===== config.mk =====
export PLATFORM = sky130hd
export DESIGN_NAME = spi_slave
export DESIGN_NICKNAME = d
export VERILOG_FILES = /design/src/rtl/spi_slave.sv
export SDC_FILE = /design/constraint.sdc
export NUM_CORES = 1
export LEC_CHECK = 0
export CAP_MARGIN = 20
export CELL_PAD_IN_SITES_DETAIL_PLACEMENT = 1
export CELL_PAD_IN_SITES_GLOBAL_PLACEMENT = 1
export CORE_AREA = 3 3 76 78
export DETAILED_ROUTE_END_ITERATION = 8
export DIE_AREA = 0 0 79 81
export GPL_ROUTABILITY_DRIVEN = 0
export PLACE_DENSITY_LB_ADDON = 0.1
export SLEW_MARGIN = 20
export SYNTH_ARGS = -nofsm -noshare
export SYNTH_HDL_FRONTEND = slang
export SYNTH_SLANG_ARGS = --single-unit

===== constraint.sdc =====
create_clock -name clk -period 2 [get_ports clk]
set_clock_uncertainty 0.2 [all_clocks]
set_input_delay 0.4 -clock clk [delete_from_list [all_inputs] [get_ports clk]]
set_output_delay 0.4 -clock clk [all_outputs]
set_load 0.05 [all_outputs]

===== src/rtl/spi_slave.sv =====
// SPI slave with a synchronized SCLK/ss/MOSI front end, configurable mode and word size.
// Supports back-to-back words under one ss assertion and flags words cut short by ss.
`timescale 1ns/1ps
module spi_slave #(
    parameter logic [1:0] mode      = 2'b00,
    parameter int         bits_size = 8
) (
    input  logic                 clk,
    input  logic                 reset_n,
    input  logic                 SCLK,
    input  logic                 ss,
    input  logic                 MOSI,
    output logic                 MISO,
    output logic                 miso_en,
    input  logic [bits_size-1:0] data_in,
    input  logic                 tx_load,
    output logic [bits_size-1:0] data_out,
    output logic                 rx_done,
    output logic                 frame_err,
    output logic                 busy
);

    localparam logic cpol = mode[1];
    localparam logic cpha = mode[0];
    localparam int   CW   = (bits_size > 2) ? $clog2(bits_size) : 1;
    localparam logic [CW-1:0] cnt_last = CW'(bits_size - 1);

    typedef enum logic {IDLE = 1'b0, ACTIVE = 1'b1} state_t;

    state_t                 state_r, next_state_s;
    logic                   sclk_meta_r, sclk_sync_r, sclk_prev_r;
    logic                   ss_meta_r, ss_sync_r, ss_prev_r;
    logic                   mosi_meta_r, mosi_sync_r;
    logic [2:0]             warm_r;
    logic [CW-1:0]          bit_cnt_r;
    logic                   seen_r;
    logic [bits_size-1:0]   tx_buf_r, tx_shift_r, data_out_r;
    logic [bits_size-2:0]   rx_shift_r;
    logic                   miso_r, miso_en_r, busy_r, rx_done_r, frame_err_r;

    logic                   sclk_rise_s, sclk_fall_s, lead_s, trail_s;
    logic                   sample_s, shift_s, ss_fall_s, ss_rise_s;
    logic                   word_done_s, abort_err_s;
    logic [bits_size-1:0]   tx_src_s, rx_word_s;

    assign sclk_rise_s = sclk_sync_r & ~sclk_prev_r;
    assign sclk_fall_s = ~sclk_sync_r & sclk_prev_r;
    assign lead_s      = cpol ? sclk_fall_s : sclk_rise_s;
    assign trail_s     = cpol ? sclk_rise_s : sclk_fall_s;
    assign sample_s    = cpha ? trail_s : lead_s;
    assign shift_s     = cpha ? lead_s : trail_s;
    // warm_r keeps the post-reset synchronizer preset from looking like a fresh ss fall
    assign ss_fall_s   = warm_r[2] & ss_prev_r & ~ss_sync_r;
    assign ss_rise_s   = ss_sync_r & ~ss_prev_r;
    assign tx_src_s    = tx_load ? data_in : tx_buf_r;
    assign rx_word_s   = {rx_shift_r, mosi_sync_r};

    assign MISO      = miso_r;
    assign miso_en   = miso_en_r;
    assign busy      = busy_r;
    assign data_out  = data_out_r;
    assign rx_done   = rx_done_r;
    assign frame_err = frame_err_r;

    // Input synchronizers and SCLK/ss edge-history flops
    always_ff @(posedge clk or negedge reset_n) begin
        if (!reset_n) begin
            sclk_meta_r <= cpol;
            sclk_sync_r <= cpol;
            sclk_prev_r <= cpol;
            ss_meta_r   <= 1'b1;
            ss_sync_r   <= 1'b1;
            ss_prev_r   <= 1'b1;
            mosi_meta_r <= 1'b0;
            mosi_sync_r <= 1'b0;
            warm_r      <= 3'b000;
        end else begin
            sclk_meta_r <= SCLK;
            sclk_sync_r <= sclk_meta_r;
            sclk_prev_r <= sclk_sync_r;
            ss_meta_r   <= ss;
            ss_sync_r   <= ss_meta_r;
            ss_prev_r   <= ss_sync_r;
            mosi_meta_r <= MOSI;
            mosi_sync_r <= mosi_meta_r;
            warm_r      <= {warm_r[1:0], 1'b1};
        end
    end

    // State register
    always_ff @(posedge clk or negedge reset_n) begin
        if (!reset_n) begin
            state_r <= IDLE;
        end else begin
            state_r <= next_state_s;
        end
    end

    // Next state; a final sample coinciding with ss rise completes rather than errors
    always_comb begin
        next_state_s = state_r;
        word_done_s  = 1'b0;
        abort_err_s  = 1'b0;
        case (state_r)
            IDLE: begin
                if (ss_fall_s) begin
                    next_state_s = ACTIVE;
                end else begin
                    next_state_s = IDLE;
                end
            end
            ACTIVE: begin
                word_done_s = sample_s && (bit_cnt_r == {CW{1'b0}});
                if (ss_rise_s) begin
                    next_state_s = IDLE;
                    abort_err_s  = !word_done_s &&
                                   ((bit_cnt_r != cnt_last) || seen_r || sample_s);
                end else begin
                    next_state_s = ACTIVE;
                end
            end
            default: begin
                next_state_s = IDLE;
            end
        endcase
    end

    // Shift registers, bit counter, transmit buffer and registered outputs
    always_ff @(posedge clk or negedge reset_n) begin
        if (!reset_n) begin
            bit_cnt_r   <= cnt_last;
            seen_r      <= 1'b0;
            tx_buf_r    <= {bits_size{1'b0}};
            tx_shift_r  <= {bits_size{1'b0}};
            rx_shift_r  <= {(bits_size-1){1'b0}};
            data_out_r  <= {bits_size{1'b0}};
            miso_r      <= 1'b0;
            miso_en_r   <= 1'b0;
            busy_r      <= 1'b0;
            rx_done_r   <= 1'b0;
            frame_err_r <= 1'b0;
        end else begin
            rx_done_r   <= 1'b0;
            frame_err_r <= 1'b0;
            miso_en_r   <= (next_state_s == ACTIVE);
            busy_r      <= (next_state_s == ACTIVE);
            if (tx_load) begin
                tx_buf_r <= data_in;
            end
            case (state_r)
                IDLE: begin
                    miso_r <= 1'b0;
                    if (ss_fall_s) begin
                        bit_cnt_r  <= cnt_last;
                        seen_r     <= 1'b0;
                        tx_shift_r <= tx_src_s;
                        miso_r     <= tx_src_s[bits_size-1];
                    end
                end
                ACTIVE: begin
                    if (word_done_s) begin
                        data_out_r <= rx_word_s;
                        rx_done_r  <= 1'b1;
                        rx_shift_r <= rx_word_s[bits_size-2:0];
                        bit_cnt_r  <= cnt_last;
                        seen_r     <= 1'b0;
                        tx_shift_r <= tx_src_s;
                        if (!cpha) begin
                            miso_r <= tx_src_s[bits_size-1];
                        end
                    end else if (sample_s) begin
                        rx_shift_r <= rx_word_s[bits_size-2:0];
                        seen_r     <= 1'b1;
                        bit_cnt_r  <= bit_cnt_r - CW'(1'b1);
                    end else if (shift_s && seen_r) begin
                        tx_shift_r <= {tx_shift_r[bits_size-2:0], 1'b0};
                        miso_r     <= tx_shift_r[bits_size-2];
                    end else if (shift_s) begin
                        // first shift edge of a word only presents the MSB
                        miso_r <= tx_shift_r[bits_size-1];
                    end
                    if (ss_rise_s) begin
                        frame_err_r <= abort_err_s;
                        miso_r      <= 1'b0;
                        bit_cnt_r   <= cnt_last;
                        seen_r      <= 1'b0;
                    end
                end
                default: begin
                    miso_r <= 1'b0;
                end
            endcase
        end
    end

endmodule

Word level (Yosys, flattened, before mapping)
Cells that the tools add are included.
{"block": "op_classes", "n_eq_ne": 7, "n_addsub": 1, "n_reduce_logical": 13, "mux": 33, "n_bitwise": 10}
{"cell": "$mux W8", "count": 5}
{"cell": "$mux W1", "count": 17}
{"cell": "$pmux W8 S2", "count": 1}
{"cell": "$mux W7", "count": 2}
{"cell": "$mux W3", "count": 4}
{"cell": "$reduce_and A2 Y1", "count": 4}
{"cell": "$pmux W1 S2", "count": 3}
{"cell": "$pmux W3 S2", "count": 1}
{"cell": "$and A1 B1 Y1", "count": 5}
{"cell": "$ne A5 B1 Y1 const B", "count": 1}
{"cell": "$not A1 Y1", "count": 5}
{"cell": "$ne A4 B1 Y1 const B", "count": 1}
{"cell": "$ne A4 B2 Y1 const B", "count": 1}
{"cell": "$logic_and A1 B1 Y1", "count": 3}
{"cell": "$logic_not A3 Y1", "count": 1}
{"cell": "$ne A3 B1 Y1 const B", "count": 1}
{"cell": "$ne A3 B2 Y1 const B", "count": 1}
{"cell": "$ne A3 B3 Y1 const B", "count": 1}
{"cell": "$reduce_and A3 Y1", "count": 1}
{"cell": "$sub A3 B1 Y3 const B", "count": 1}
{"cell": "$logic_or A1 B1 Y1", "count": 2}
{"cell": "$ne A2 B2 Y1 const B", "count": 1}
{"cell": "$reduce_bool A2 Y1", "count": 1}
{"cell": "$logic_not A1 Y1", "count": 1}
{"block": "word_totals", "in_bits": 14, "register_bits": 50, "out_inout_bits": 13}

Depth between registers and ports, before layout
Gate-level depths: netlist of run 1.
{"block": "logic_depth", "word_depth": 8, "ltp_mapped": 8, "depth_no_buf": 7}

Worst setup path before layout of run 1
Ideal clock, no wire load.
{"block": "synth_path", "kind": "reg2reg", "startpoint": "register bit_cnt_r[0]", "endpoint": "register tx_shift_r[1]", "setup_time_ps": 125, "slack_ps": -131, "t_arrival_ps": 1807, "path_stages_with_launch": 8, "path_cell_list": "dfstp_2 > inv_1 > ha_1 > ha_1 > a21o_1 > buf_6 > mux2_4 > mux2_2"}
{"block": "synth_via", "elab_chain_len": 5}
{"element": "from (decl)", "line_no": "35", "source": "logic [CW-1:0] bit_cnt_r;"}
{"element": "from (signal assigned)", "line_no": "131", "source": "bit_cnt_r <= cnt_last;"}
{"element": "from (signal assigned)", "line_no": "154", "source": "bit_cnt_r <= cnt_last;"}
{"element": "from (signal assigned)", "line_no": "165", "source": "bit_cnt_r <= cnt_last;"}
{"element": "$logic_not A3 Y1 (*)", "line_no": "113", "source": "word_done_s = sample_s && (bit_cnt_r == {CW{1'b0}});"}
{"element": "$logic_and A1 B1 Y1 (*)", "line_no": "113"}
{"element": "$mux W1 (*)", "line_no": "104", "source": "case (state_r)"}
{"element": "$ne A3 B1 Y1 (no line) (tied with other cells)"}
{"element": "$reduce_and A3 Y1 (no line) / $pmux W8 S2 (equally long branches)"}
{"element": "to (signal assigned)", "line_no": "134", "source": "tx_shift_r <= {bits_size{1'b0}};"}
{"element": "to (signal assigned)", "line_no": "156", "source": "tx_shift_r <= tx_src_s;"}
{"element": "to (signal assigned)", "line_no": "167", "source": "tx_shift_r <= tx_src_s;"}
{"element": "to (decl)", "line_no": "37", "source": "logic [bits_size-1:0] tx_buf_r, tx_shift_r, data_out_r;"}
Every way passes the cells marked *; elsewhere a longest branch is shown, timed or not.
A chain may end at the register's enable or synchronous reset.

Final worst setup path of run 1
{"block": "layout_path", "startpoint": "register bit_cnt_r[1]", "endpoint": "register tx_shift_r[5]"}
Same word-level chain as after synthesis.

==> flow_summary_export.csv, run 1 <==
group,metric,value,unit
floorplan,die_area,6400,um^2
routing,ant_nets,0,
logic_synthesis,ys_warn_count,0,
cts,clk_latency,0.30,ns
logic_synthesis,synth_top_family_by_area,"multiplexers",
setup_path,timing.critical_path.cells,"inv_2 > ha_4 > ha_4 > a21o_4 > buf_8 > mux2_4 > mux2_4",
routing,wl_per_cell,15.1,um
cts,cts_tree,"yes",
logic_synthesis,syn_area,2010,um^2
global_routing,grt_util_all_layers,13.8,%
layout,utilization,52.2,%
logic_synthesis,synth_cells,149,
cts,clock-sinks,50,
cts,cts-root-buf,"clkbuf_8",
cts,numCtsBuffers,5,
timing,drv_slew,0,
layout,fill_cells,549,
setup_path,timing.critical_path.buf_inv,2,
timing,worst_slack,-0.150,ns
logic_synthesis,synth_compound_area_share,4.35,%
power,p_per_area,918,nW/um^2
timing,max_freq,0.465,GHz
logic_synthesis,synth_seq_area_share,62.5,%
setup_path,worstSetupStartpoint,"bit_cnt_r[1]",
floorplan,io_pins,27,
cts,cts_buffer_depth,2,
worst_hold_path,hold_path_class,"register to register",
floorplan,fp.dieH,81,um
setup_path,crit_slowest_cell,"dfstp_2",
run_status,violations,"negative setup slack",
timing,finalCriticalPeriod,2.15,ns
logic_synthesis,synth-simple-area-share,10.0,%
logic_synthesis,muxShareOfSynthArea,18.3,%
routing,via_count,1271,
floorplan,core,5140,um^2
logic_synthesis,synth_nets,166,
timing,setup_viol,7,
setup_path,arrival,2.13,ns
timing,setup_tns,-0.872,ns
timing,min_period_over_period,108,%
timing,grt_setup_unrepaired,"true",
layout,diodes,0,
layout,syn2layout_area_growth,33.3,%
placed_design,portBuffers,26,
setup_path,cp-end-kind,"register",
floorplan,start_util,39.2,%
cts,cts_htree_levels,2,
layout,nets,214,
run_status,status,"complete, but fails checks",
global_routing,grt.overflow.total,0,
global_routing,grt_max_degree,51,
logic_synthesis,synthDistinctLibCells,30,
logic_synthesis,synth_area_leaders,"dfrtp_1, mux2_2, dfstp_2, nand2_1, mux2_4",
global_routing,grt_pass1_vias,1453,
logic_synthesis,synthXorXnorAreaFrac,0,%
setup_path,timing_worst_setup_path_type,"register to register",
setup_path,cp-start-kind,"register",
cts,cts.clk_slew.worst_paths,0.09,ns
logic_synthesis,synth_largest_area_cell,"dfrtp_1",
power,p_leak,1.32,nW
timing,hold_viol_final,0,
global_routing,grt_first_pass_wirelength,6.94,mm
setup_path,slowest_delay,0.55,ns
routing,drc,0,
run,cap_violations,0,
logic_synthesis,synth_top_cell_area_share,54.7,%
placed_design,dp_hpwl,2.81,mm
global_routing,antenna_found_initial,0,
worst_hold_path,hold_start,"sclk_meta_r",
power,peakVddDrop,398,uV
setup_path,crit_fanout,6,
setup_path,r2r_start,"bit_cnt_r[1]",
setup_path,cp.required,1.98,ns
routing,vias_per_cell,4.74,
routing,dr.first_iter.drc_count,33,
layout,drive_above_1_share,43.9,%
floorplan,row_count,26,
setup_path,path_delay_family,"flip-flops",
logic_synthesis,syn_avg_cell_area,13.5,um^2
logic_synthesis,synthAdderAreaFrac,1.86,%
logic_synthesis,ys_seq_elements,50,
power,total_power,0.00246,W
floorplan,die_w,79,um
routing,drtPass1Iterations,4,
routing,wl,4.05,mm
==> metrics by stage <==
stage	instances	hold WS, ns	area (um^2)	worst slack, ns
floorplan	149	-0.0956	2040	-0.0789
global placement	256	0.132	2480	-0.205
detailed placement	256	0.136	2480	-0.253
CTS	266	0.157	2630	-0.137
global route	268	0.171	2680	-0.190
finish	268	0.155	2680	-0.150
==> layout make-up <==
cell class	count	area (um^2)	area share [%]
flip-flops and latches	50	1260	46.9
multi-input cells	88	781	29.1
repair buffers	46	438	16.3
well taps	70	87.6	3.26
clock buffers	6	82.6	3.08
inverters	6	22.5	0.840
clock inverters	2	12.5	0.466
==> kinds of logic (layout without fill, tap and decap cells) <==
kind of cell,after synthesis,after routing
multiplexers,31,31
flip-flops,50,50
AO/OA/AOI/OAI,11,11
buffers and inverters,11,60
other,1,1
adder cells (fa/ha/maj),3,3
AND/OR/NAND/NOR,42,42
==> registers in the layout, summed over array words and instances (netlist names), 3 cells and up <==
| name | cells |
|---|---|
| tx_buf_r | 8 |
| tx_shift_r | 8 |
| warm_r | 3 |
| data_out | 8 |
| bit_cnt_r | 3 |
| rx_shift_r | 7 |
==> synth_stat cells <==
library cell and number:
a21o_1 2, a32o_1 1, nor4bb_1 1, mux2_2 22, clkinv_1 1, and2_1 1
o21ai_2 1, nand4b_1 2, o41ai_1 1, nor3_1 2, mux2_4 6, nor2_1 3
mux2i_1 3, o211a_1 1, buf_2 3, o31ai_1 1, o21ai_0 1, buf_4 1
nand2_1 28, ha_1 3, dfstp_2 6, a211oi_1 1, a22oi_1 2, nor2b_4 1
buf_6 1, nor2b_1 3, and3b_1 1, dfrtp_1 44, conb_1 1, inv_1 5
==> per-layer routing <==
layer | track usage (%) | wire (um) | vias to the layer above
met5 | 0 | 0 | -
met4 | 3.61 | 34 | 0
met3 | 3.77 | 184 | 5
met2 | 24.7 | 2050 | 23
met1 | 16.5 | 1780 | 643
li1 | - | - | 600
==> worst register-to-register path, delay by kind of cell, from the launching register on <==
kind	cells	cell delay, ns
buffers and inverters	2	0.19
adders and majority gates	2	0.32
DFF	1	0.55
muxes	2	0.55
AOI/OAI and AO/OA	1	0.22
==> cells in the final DEF (no fill, tap or decap), types with 2 or more instances in the layout <==
master	n
clkbuf_8	6
buf_4	24
dfrtp_1	44
mux2_2	15
buf_2	2
nor2b_1	3
inv_1	3
buf_6	2
mux2i_1	3
clkdlybuf4s50_1	12
mux2_4	13
inv_2	3
nor2_1	3
nand4b_1	2
a22oi_1	2
buf_12	4
dfstp_2	6
ha_4	2
nand2_1	27
==> report_power, final <==
group	switching (W)	total [W]	internal [W]
Sequential	0.000111	0.00130	0.00119
Clock	0.000320	0.000599	0.000278
Combinational	0.000219	0.000564	0.000345
==> timing repair <==
action | CTS | global route
cloned | 0 | 1
pin swaps | 1 | 2
setup buffers | 1 | 1
hold buffers | 1 | 0
resized for setup | 6 | 12
endpoints found under the hold margin | 44 | 0
endpoints found under the setup margin | 7 | 13
==> path summary, 6_finish.rpt <==
path	endpoint	slack [ns]	cells after the start
max	tx_shift_r[5]	-0.15	7
min	sclk_sync_r	0.15	0
max reg2reg	tx_shift_r[5]	-0.15	7
min reg2reg	sclk_sync_r	0.15	0
max in group asynchronous	ss_prev_r	0.90	3
min in group asynchronous	tx_buf_r[5]	0.42	3
(Power assumes the default switching activity.)
==> run 2: changes to the inputs <==
--- a/config.mk
+++ b/config.mk
@@ -13,6 +13,7 @@
 export DIE_AREA = 0 0 79 81
 export GPL_ROUTABILITY_DRIVEN = 0
 export PLACE_DENSITY_LB_ADDON = 0.1
+export REMOVE_ABC_BUFFERS = 1
 export SLEW_MARGIN = 20
 export SYNTH_ARGS = -nofsm -noshare
 export SYNTH_HDL_FRONTEND = slang
==> flow_summary_export.csv, run 2 (synthesis gave the netlist of run 1 again) <==
group,metric,value,unit
placed_design,dpl.cell_count,259,
floorplan,die_area,6400,um^2
routing,vias_per_cell,4.74,
power,p_leak,1.32,nW
power,peakVddDrop,461,uV
setup_path,crit_slowest_cell,"dfstp_2",
setup_path,slowest_delay,0.55,ns
floorplan,die_w,79,um
setup_path,path_delay_family,"multiplexers",
global_routing,grt_max_degree,36,
setup_path,r2r_setup_slack,-0.14,ns
routing,wl_per_cell,15.1,um
setup_path,timing.critical_path.buf_inv,2,
power,p_per_area,942,nW/um^2
timing,setup_viol,7,
setup_path,crit_fanout,7,
setup_path,cp.required,1.99,ns
run_status,violations,"negative setup slack",
global_routing,grt_util_all_layers,14.4,%
setup_path,timing.critical_path.cells,"inv_2 > ha_4 > ha_4 > a21o_4 > buf_12 > mux2_4 > mux2_4",
placed_design,portBuffers,26,
timing,min_period_over_period,107,%
layout,syn2layout_area_growth,33.7,%
setup_path,arrival,2.13,ns
global_routing,antenna_found_initial,0,
cts,clk_latency,0.30,ns
timing,finalCriticalPeriod,2.14,ns
power,p_comb_share,21.1,%
timing,worst_slack,-0.137,ns
floorplan,row_count,26,
floorplan,io_pins,27,
routing,drtPass1Iterations,4,
cts,cts-root-buf,"clkbuf_8",
routing,ant_nets,0,
routing,dr.first_iter.drc_count,32,
power,total_power,0.00254,W
cts,numCtsBuffers,5,
power,switching_power,0.000654,W
cts,clock-sinks,50,
setup_path,cp-start-kind,"register",
timing,grt_setup_unrepaired,"true",
timing,drv_slew,0,
setup_path,crit_cells,7,
timing,max_freq,0.468,GHz
global_routing,grt_first_pass_wirelength,7.10,mm
layout,mostFrequentLayoutCell,"dfrtp_1",
power,netSwitchingFraction,25.8,%
run_status,status,"complete, but fails checks",
cts,cts_htree_levels,2,
cts,cts_tree,"yes",
timing,setup_tns,-0.797,ns
run,cap_violations,0,
layout,diodes,0,
layout,final_cell_count_no_fill,272,
timing,fin_hold_ws,0.157,ns
routing,wl,4.10,mm
global_routing,grt_pass1_vias,1520,
placed_design,dp_hpwl,2.95,mm
floorplan,start_util,39.2,%
power,seqPwrFrac,51.1,%
global_routing,grt.overflow.total,0,
setup_path,timing_worst_setup_path_type,"register to register",
power,power.internal,0.00188,W
worst_hold_path,min_path_cells,0,
cts,cts.clk_slew.worst_paths,0.09,ns
layout,drive_above_1_share,43.6,%
setup_path,cp-end-kind,"register",
power,pwr-share-clk,27.8,%
timing,hold_viol_final,0,
floorplan,fp.dieH,81,um
cts,cts_buffer_depth,2,
layout,layout_common_cells,"dfrtp_1, buf_4, nand2_1",
floorplan,core,5140,um^2
layout,fill_cells,560,
worst_hold_path,hold_path_class,"register to register",
setup_path,reg2reg_depth,7,
layout,nets,218,
routing,drc,0,
routing,via_count,1289,
-- run 2: through the flow --
| step | setup WS, ns | utilization [%] | area (um^2) |
|---|---|---|---|
| after floorplan | -0.520 | - | 1980 |
| after global routing | -0.180 | 52.4 | 2690 |
| after detailed placement | -0.240 | 48.3 | 2480 |
| after CTS | -0.168 | 51.7 | 2660 |
| after global placement | -0.211 | 48.3 | 2480 |
| final | -0.137 | 52.4 | 2690 |
-- run 2: layout make-up --
| type | instances | area (um^2) | area share [%] |
|---|---|---|---|
| clock buffers | 6 | 72.6 | 2.70 |
| inverters | 6 | 22.5 | 0.836 |
| well taps | 70 | 87.6 | 3.25 |
| flip-flops and latches | 50 | 1260 | 46.7 |
| multi-input cells | 88 | 757 | 28.1 |
| repair buffers | 50 | 457 | 17.0 |
| clock inverters | 2 | 37.5 | 1.39 |
-- run 2: power by group through the flow --
| stage | logic (W) | clock network (W) | registers (W) |
|---|---|---|---|
| finish | 0.000536 | 0.000704 | 0.00130 |
| global placement | 0.000477 | 0 | 0.00130 |
| CTS | 0.000530 | 0.000725 | 0.00130 |
| global route | 0.000583 | 0.000768 | 0.00132 |
| floorplan | 0.000273 | 0 | 0.00132 |
| detailed placement | 0.000502 | 0 | 0.00131 |
-- run 2: what timing repair did --
action                                 CTS  global route
gates resized for setup                  9             5
gates cloned                             0             1
setup endpoints to repair               14            15
pin swaps                                2             2
hold buffers                             1             0
endpoints found under the hold margin   15             0
buffers inserted                         1             2
-- run 2: worst paths after layout --
kind                              start            end
setup / recovery           bit_cnt_r[1]  tx_shift_r[2]
hold / removal                warm_r[0]      warm_r[1]
setup reg to reg           bit_cnt_r[1]  tx_shift_r[2]
hold reg to reg               warm_r[0]      warm_r[1]
max in group asynchronous       reset_n   bit_cnt_r[2]
min in group asynchronous       reset_n    tx_buf_r[6]
-- run 2: layer usage --
layer / part of all wire [%] / GRT usage, %
met5: 0 / 0
met3: 3.0 / 2.77
met1: 43 / 16.8
met2: 52 / 26.0
met4: 1.9 / 5.67
==> run 3: changes to the inputs <==
--- a/config.mk
+++ b/config.mk
@@ -5,7 +5,6 @@
 export SDC_FILE = /design/constraint.sdc
 export NUM_CORES = 1
 export LEC_CHECK = 0
-export CAP_MARGIN = 20
 export CELL_PAD_IN_SITES_DETAIL_PLACEMENT = 1
 export CELL_PAD_IN_SITES_GLOBAL_PLACEMENT = 1
 export CORE_AREA = 3 3 76 78
@@ -14,7 +13,9 @@
 export GPL_ROUTABILITY_DRIVEN = 0
 export PLACE_DENSITY_LB_ADDON = 0.1
 export REMOVE_ABC_BUFFERS = 1
+export SKIP_LAST_GASP = 1
 export SLEW_MARGIN = 20
 export SYNTH_ARGS = -nofsm -noshare
 export SYNTH_HDL_FRONTEND = slang
 export SYNTH_SLANG_ARGS = --single-unit
+export TNS_END_PERCENT = 5
==> flow_summary_export.csv, run 3 (synthesis gave the netlist of run 1 again) <==
group,metric,value,unit
run_status,status,"complete, but fails checks",
run_status,violations,"negative setup slack",
global_routing,grt_first_pass_wirelength,7.05,mm
placed_design,dpl_cell_area,2480,um^2
setup_path,cp-start-kind,"register",
layout,nets,215,
worst_hold_path,hold_start,"warm_r[0]",
cts,cts_buffer_depth,2,
floorplan,io_pins,27,
setup_path,cp-end-kind,"register",
floorplan,start_util,39.2,%
setup_path,r2r_setup_slack,-0.14,ns
layout,drive_above_1_share,41.7,%
placed_design,portBuffers,26,
power,p_per_area,951,nW/um^2
routing,drtPass1Iterations,3,
global_routing,grt.overflow.total,0,
cts,cts-root-buf,"clkbuf_8",
layout,fin_area,2650,um^2
setup_path,arrival,2.13,ns
power,total_power,0.00252,W
timing,worst_slack,-0.141,ns
cts,cts.clk_slew.worst_paths,0.09,ns
cts,clk_latency,0.30,ns
routing,wl,4.00,mm
floorplan,die_area,6400,um^2
worst_hold_path,hold_path_class,"register to register",
global_routing,grt_max_degree,36,
global_routing,grt_util_all_layers,14.3,%
global_routing,grt_pass1_vias,1518,
placed_design,dp_slack,-0.240,ns
routing,vias_per_cell,4.75,
cts,clock-sinks,50,
cts,cts_htree_levels,2,
placed_design,dpl.cell_count,259,
floorplan,die_w,79,um
setup_path,r2r_start,"bit_cnt_r[1]",
floorplan,core,5140,um^2
setup_path,cp.required,1.99,ns
cts,numCtsBuffers,5,
timing,grt_setup_unrepaired,"true",
routing,wl_per_cell,14.9,um
floorplan,fp.dieH,81,um
layout,diodes,0,
routing,drc,0,
floorplan,row_count,26,
layout,layout_common_cells,"dfrtp_1, buf_4, nand2_1",
timing,finalCriticalPeriod,2.14,ns
layout,syn2layout_area_growth,31.7,%
global_routing,antenna_found_initial,0,
layout,mostFrequentLayoutCell,"dfrtp_1",
timing,setup_viol,7,
routing,ant_nets,0,
placed_design,dp_hpwl,2.95,mm
timing,hold_viol_final,0,
routing,dr.first_iter.drc_count,31,
timing,fin_hold_ws,0.156,ns
timing,max_freq,0.467,GHz
routing,via_count,1277,
power,p_leak,1.29,nW
setup_path,timing_worst_setup_path_type,"register to register",
timing,drv_slew,0,
cts,cts_tree,"yes",
setup_path,crit_fanout,7,
power,peakVddDrop,460,uV
run,cap_violations,0,
timing,min_period_over_period,107,%
layout,final_cell_count_no_fill,269,
setup_path,worstSetupStartpoint,"bit_cnt_r[1]",
==> run 3: layer usage <==
metal	up-vias	track usage, %	part of all wire (%)
met5	-	0	0
met2	19	25.9	52
met4	0	5.67	1.9
met1	654	16.6	43
li1	597	-	-
met3	7	2.77	3.1
==> run 3: through the flow <==
step | TNS, ns | util [%]
2_1_floorplan | -4.70 | -
3_3_place_gp | -1.39 | 48.3
3_5_place_dp | -1.64 | 48.3
4_1_cts | -1.08 | 51.3
5_1_grt | -1.22 | 51.6
6_report | -0.830 | 51.6
==> run 3: worst paths after layout <==
check / cells after the start / endpoint
max: 7 / tx_shift_r[2]
min: 0 / warm_r[1]
max in group asynchronous: 3 / bit_cnt_r[2]
max reg2reg: 7 / tx_shift_r[2]
min reg2reg: 0 / warm_r[1]
min in group asynchronous: 2 / tx_buf_r[6]
==> run 3: what timing repair did <==
action                                  CTS  global route
hold buffers                              1             0
endpoints found under the setup margin   14            15
pin swaps                                 2             2
resized for setup                         6             3
hold endpoints to repair                 15             0
setup buffers                             0             1
==> run 3: worst max-delay path: stages (launching register included) <==
cell	delay [ns]
dfstp_2	0.55
inv_2	0.05
ha_4	0.15
ha_4	0.15
a21o_4	0.22
buf_12	0.14
mux2_4	0.29
mux2_4	0.27
==> run 3: where the power goes <==
group / leakage [nW] / internal (W) / total (W) / switching (W)
Combinational: 0.626 / 0.000312 / 0.000522 / 0.000210
Clock: 0.0514 / 0.000373 / 0.000704 / 0.000330
Sequential: 0.615 / 0.00119 / 0.00130 / 0.000107
==> run 3: layout make-up <==
| type | instances | area [um^2] |
|---|---|---|
| clock buffers | 6 | 72.6 |
| clock inverters | 2 | 37.5 |
| flip-flops and latches | 50 | 1260 |
| inverters | 6 | 22.5 |
| repair buffers | 47 | 433 |
| fillers | 562 | 2490 |
| multi-input cells | 88 | 739 |
| well taps | 70 | 87.6 |
